--- config.mk ---
export PLATFORM = sky130hd
export DESIGN_NAME = hazard_ctrl_unit
export DESIGN_NICKNAME = d
export VERILOG_FILES = /design/src/rtl/hazard_ctrl_unit.sv
export SDC_FILE = /design/constraint.sdc
export NUM_CORES = 1
export LEC_CHECK = 0
export CORE_ASPECT_RATIO = 0.8
export CORE_MARGIN = 1
export CORE_UTILIZATION = 30
export DETAILED_ROUTE_END_ITERATION = 10
export GPL_ROUTABILITY_DRIVEN = 0
export GPL_TIMING_DRIVEN = 0
export SLEW_MARGIN = 10
export SYNTH_ARGS = -nofsm -noshare
export SYNTH_HDL_FRONTEND = slang
export SYNTH_SLANG_ARGS = --single-unit
--- constraint.sdc ---
create_clock -name clk -period 2.57 [get_ports clk]
set_input_delay 0.257 -clock clk [delete_from_list [all_inputs] [get_ports clk]]
set_output_delay 0.257 -clock clk [all_outputs]
set_load 0.03 [all_outputs]
--- src/rtl/hazard_ctrl_unit.sv ---
// hazard_ctrl_unit: ID-stage load-use/RAW hazard detection, EX/MEM operand forwarding,
// jump/branch flush sequencing and a saturating bubble counter for the 5-stage MIPS pipeline.
module hazard_ctrl_unit #(
   parameter int unsigned REG_AW    = 5,
   parameter int unsigned LD_STALL  = 1,
   parameter int unsigned RAW_STALL = 2,
   parameter int unsigned BR_DELAY  = 1,
   parameter bit          FWD_EN    = 1'b1,
   parameter int unsigned CNT_W     = 16
) (
   input  logic              clk,
   input  logic              reset,
   input  logic              jump,
   input  logic              branch,
   input  logic              alu_zero,
   input  logic              use_rs,
   input  logic              use_rt,
   input  logic [REG_AW-1:0] id_rs,
   input  logic [REG_AW-1:0] id_rt,
   input  logic              ex_wr,
   input  logic              ex_mem_read,
   input  logic [REG_AW-1:0] ex_dst,
   input  logic              mem_wr,
   input  logic [REG_AW-1:0] mem_dst,
   output logic              if_write,
   output logic              pc_write,
   output logic              bubble,
   output logic [1:0]        addr_sel,
   output logic [1:0]        fwd_a,
   output logic [1:0]        fwd_b,
   output logic [CNT_W-1:0]  stall_cnt
);

   localparam int unsigned CW = 3;
   localparam logic [CW-1:0] LdInit  = CW'(LD_STALL - 1);
   localparam logic [CW-1:0] RawInit = CW'(RAW_STALL - 1);
   localparam logic [CW-1:0] BrInit  = CW'(BR_DELAY - 1);

   typedef enum logic [2:0] {
      NORMAL   = 3'd0,
      JUMP     = 3'd1,
      BR_WAIT  = 3'd2,
      BR_TAKEN = 3'd3,
      STALL    = 3'd4
   } stateT;

   stateT         state, stateNext;
   logic [CW-1:0] cnt, cntNext;
   logic          stateLegal;

   logic rsEx, rtEx, rsMem, rtMem, exHit, ldHz, rawHz;

   // Register match terms; $0 never creates a dependency
   assign rsEx  = use_rs && (ex_dst  != '0) && (id_rs == ex_dst);
   assign rtEx  = use_rt && (ex_dst  != '0) && (id_rt == ex_dst);
   assign rsMem = use_rs && (mem_dst != '0) && (id_rs == mem_dst);
   assign rtMem = use_rt && (mem_dst != '0) && (id_rt == mem_dst);
   assign exHit = ex_wr && (rsEx || rtEx);
   assign ldHz  = ex_mem_read && exHit;
   assign rawHz = !FWD_EN && !ex_mem_read && exHit;

   always_ff @(posedge clk or negedge reset) begin
      if (!reset) begin
         state <= NORMAL;
         cnt   <= '0;
      end else begin
         state <= stateNext;
         cnt   <= cntNext;
      end
   end

   // Next state and pipeline control; reset and illegal states fall back to a safe bubble
   always_comb begin
      stateNext  = state;
      cntNext    = cnt;
      if_write   = 1'b0;
      pc_write   = 1'b0;
      bubble     = 1'b1;
      addr_sel   = 2'b00;
      stateLegal = 1'b1;
      case (state)
         NORMAL: begin
            if (jump) begin
               pc_write  = 1'b1;
               bubble    = 1'b0;
               addr_sel  = 2'b01;
               stateNext = JUMP;
            end else if (ldHz) begin
               if (LD_STALL > 1) begin
                  stateNext = STALL;
                  cntNext   = LdInit;
               end
            end else if (rawHz) begin
               if (RAW_STALL > 1) begin
                  stateNext = STALL;
                  cntNext   = RawInit;
               end
            end else if (branch) begin
               bubble    = 1'b0;
               stateNext = BR_WAIT;
               cntNext   = BrInit;
            end else begin
               if_write = 1'b1;
               pc_write = 1'b1;
               bubble   = 1'b0;
            end
         end
         JUMP, BR_TAKEN: begin
            if_write  = 1'b1;
            pc_write  = 1'b1;
            stateNext = NORMAL;
         end
         STALL: begin
            cntNext = cnt - CW'(1);
            if (cnt <= CW'(1)) stateNext = NORMAL;
         end
         BR_WAIT: begin
            if (cnt != '0) begin
               cntNext = cnt - CW'(1);
            end else if (alu_zero) begin
               pc_write  = 1'b1;
               addr_sel  = 2'b10;
               stateNext = BR_TAKEN;
            end else begin
               if_write  = 1'b1;
               pc_write  = 1'b1;
               stateNext = NORMAL;
            end
         end
         default: begin
            stateLegal = 1'b0;
            stateNext  = NORMAL;
            cntNext    = '0;
         end
      endcase
      if (!reset) begin
         if_write   = 1'b0;
         pc_write   = 1'b0;
         bubble     = 1'b1;
         addr_sel   = 2'b00;
         stateLegal = 1'b0;
      end
   end

   // Operand forwarding: EX result beats MEM result; a load in EX cannot be forwarded yet
   always_comb begin
      fwd_a = 2'b00;
      fwd_b = 2'b00;
      if (FWD_EN && stateLegal && !ldHz) begin
         if (ex_wr && !ex_mem_read && rsEx) fwd_a = 2'b01;
         else if (mem_wr && rsMem)          fwd_a = 2'b10;
         if (ex_wr && !ex_mem_read && rtEx) fwd_b = 2'b01;
         else if (mem_wr && rtMem)          fwd_b = 2'b10;
      end
   end

   always_ff @(posedge clk or negedge reset) begin
      if (!reset) begin
         stall_cnt <= '0;
      end else if (bubble && (stall_cnt != '1)) begin
         stall_cnt <= stall_cnt + CNT_W'(1);
      end
   end

endmodule
==> out/metrics.yaml <==
die:
  coreArea_um2: 5010
  start_util: 0.313
  rows: 23
  die_w_um: 82.8
  die_h_um: 66.6
  ios: 55
  fp.dieArea_um2: 5510
timing:
  fmax_mhz: 430
  relSlewSlack: 0.607
  hold_violations: 12
  post-route-period-util: 0.905
  whs_ns: -0.0131
  rsz0062_at_grt: "false"
  setup_violations: 0
  finClkSkew_ns: 0.00328
  setup-tns-final_ns: 0
  finalCriticalPeriod_ns: 2.33
  slew_viol_final: 0
  worst_slew_pin_slew_ns: 0.590
critical_path:
  cp_max_fo: 3
  critPathKind: "in2out"
  path_cells: "clkdlybuf4s50_1 > xor2_1 > nor4_4 > o2111ai_2 > nand2_1 > clkdlybuf4s15_2"
  end_kind: "primary output"
  max_stage_delay_ns: 0.50
  cp_top_family: "buffers and inverters"
  critPathSlowestCell: "clkdlybuf4s50_1"
  worstPathRequired_ns: 2.31
  worst-path-buf-inv: 2
  start_kind: "input port"
  worst_ep_arrival_time_ns: 2.07
grt:
  antenna_found_initial: 0
  grt_max_degree: 29
  grt_pass1_wl_mm: 6.03
  grtUsageTotal: 0.144
  grt_pass1_vias: 1237
  gr-total-overflow: 0
clock_network:
  clock-sinks: 21
  clk_path_buf_depth: 2
  clk_latency_ns: 0.26
  clkTransAtPathRegs_ns: 0.08
  numCtsBuffers: 3
  cts_root_buffer: "clkbuf_8"
  cts_tree: "yes"
  h-tree-depth: 1
  cts_hold_buf: 0
status:
  violations: "negative hold slack"
  status: "complete, but fails checks"
run:
  maxCapViolCount: 0
yosys:
  synth_area_leader_cell: "dfrtp_1"
  synth_ff_type: "dfrtp_1"
  syn_inst: 158
  synth_cell_types: 39
  synth_top_area_frac: 0.336
  synth_warnings: 0
  netlist_area_um2: 1570
  synth_common_cells: "nand2_1 (22), dfrtp_1 (21), xnor2_1 (20)"
  synth_area_leaders: "dfrtp_1 (34%), xnor2_1 (11%), xor2_1 (7.3%)"
  avgSynthCellArea_um2: 9.91
  async_flop_share: 1.00
  synth.net_count: 195
  ys_seq_elements: 21
  synth_edf_count: 0
  synth_seq_area_share: 0.336
  synth_most_common_cell: "nand2_1"
drt:
  avgRoutedWirePerCell_um: 13.2
  drc: 0
  dr.pass1.iters: 4
  vias: 1328
  wl_mm: 3.69
  antenna_left: 0
  via_per_inst: 4.74
  drtIter0Drc: 61
cells_and_area:
  drive_above_1_share: 0.156
  fin_cells: 280
  diodes: 0
  fin_util: 0.445
  syn2layout_area_growth_pct: 42.4
  n_fill_cell: 498
  nets: 256
min_path:
  hp-class: "in2async"
power:
  vdd_drop_max_uv: 428
  p_leak_nw: 0.960
  pwr_density_cell_nw_per_um2: 716
  total_power_w: 0.00159
place:
  dp.cells: 274
  io_buffers: 54
  dp_hpwl_mm: 2.92
[worst reg2reg max path, delay by kind of cell (launching register included)]
kind | cells | cell delay, ns
simple gates | 5 | 0.76
flops | 1 | 0.42
compound gates | 1 | 0.28
fa+ha+maj | 1 | 0.23
buf+inv | 1 | 0.22
xor+xnor | 1 | 0.15
[cell usage in the layout (no fill, tap or decap), drive strengths merged, types with 2 or more instances in the layout]
cell type,count
nand2,22
dfrtp,21
dlymetal6s2s,4
clkbuf,3
nand3b,2
buf,10
clkdlybuf4s50,42
ha,7
nor2,13
o21ai,3
and2,3
a21oi,4
o2111ai,2
nor4,4
xnor2,22
inv,6
xor2,13
and3,8
or4,2
nand3,2
nand4,11
[metal layers]
layer  global-route usage  up-vias  routed length, µm
li1                     -      679                  -
met3               0.0384        6                163
met4               0.0323        0                 55
met5                    0        -                  0
met1                0.216      615               1930
met2                0.200       28               1540
[power by group]
group / switching, W / internal [W]
Sequential: 0.000101 / 0.000418
Clock: 0.000109 / 0.000108
Combinational: 0.000489 / 0.000369
Total: 0.000699 / 0.000895
[flip-flops by register name, summed over array words and instances (netlist names)]
name / count
stall_cnt: 16
cnt: 3
state: 2
[cell families after synthesis]
family                   share of synthesized area
flip-flops                                   0.336
AND/OR/NAND/NOR                              0.285
buffers and inverters                       0.0216
multiplexers                                0.0136
AO/OA/AOI/OAI                               0.0823
adder cells (fa/ha/maj)                     0.0560
XOR/XNOR                                     0.205
[stage by stage]
| stage | setup slack, ns | cell area, µm² |
|---|---|---|
| 6_report | 0.243 | 2230 |
| 5_1_grt | 0.129 | 2230 |
| 4_1_cts | -0.0384 | 2210 |
| 2_1_floorplan | 0.453 | 1570 |
| 3_3_place_gp | -0.580 | 2180 |
| 3_5_place_dp | -0.573 | 2180 |
[area by class of cell]
type                            count  area (µm²)  area share
Sequential cell                    21         526       0.236
Clock inverter                      1        5.00     0.00225
Timing Repair Buffer               56         539       0.242
Clock buffer                        3        41.3      0.0185
Multi-Input combinational cell    130        1010       0.451
Tap cell                           62        77.6      0.0348
Inverter                            6        22.5      0.0101
Buffer                              1        11.3     0.00505
[path summary, 6_finish.rpt]
| check | from | end | slack (ns) | cells after the start |
|---|---|---|---|---|
| setup reg to reg | stall_cnt[0] | stall_cnt[15] | 0.41 | 9 |
| hold / removal | reset | cnt[2] | -0.01 | 1 |
| min in group clk | cnt[1] | cnt[1] | 0.48 | 2 |
| max in group asynchronous | reset | stall_cnt[2] | 2.19 | 1 |
| hold reg to reg | cnt[1] | cnt[1] | 0.48 | 2 |
| setup / recovery | ex_dst[0] | bubble | 0.24 | 6 |
[repair_timing]
action | in CTS | in global routing
pin swaps | 2 | 2
endpoints found under the setup margin | 9 | 7
cloned | 0 | 0
gates resized for setup | 37 | 4
buffers inserted | 1 | 1
Note: power is estimated with default switching activity, not from simulation.
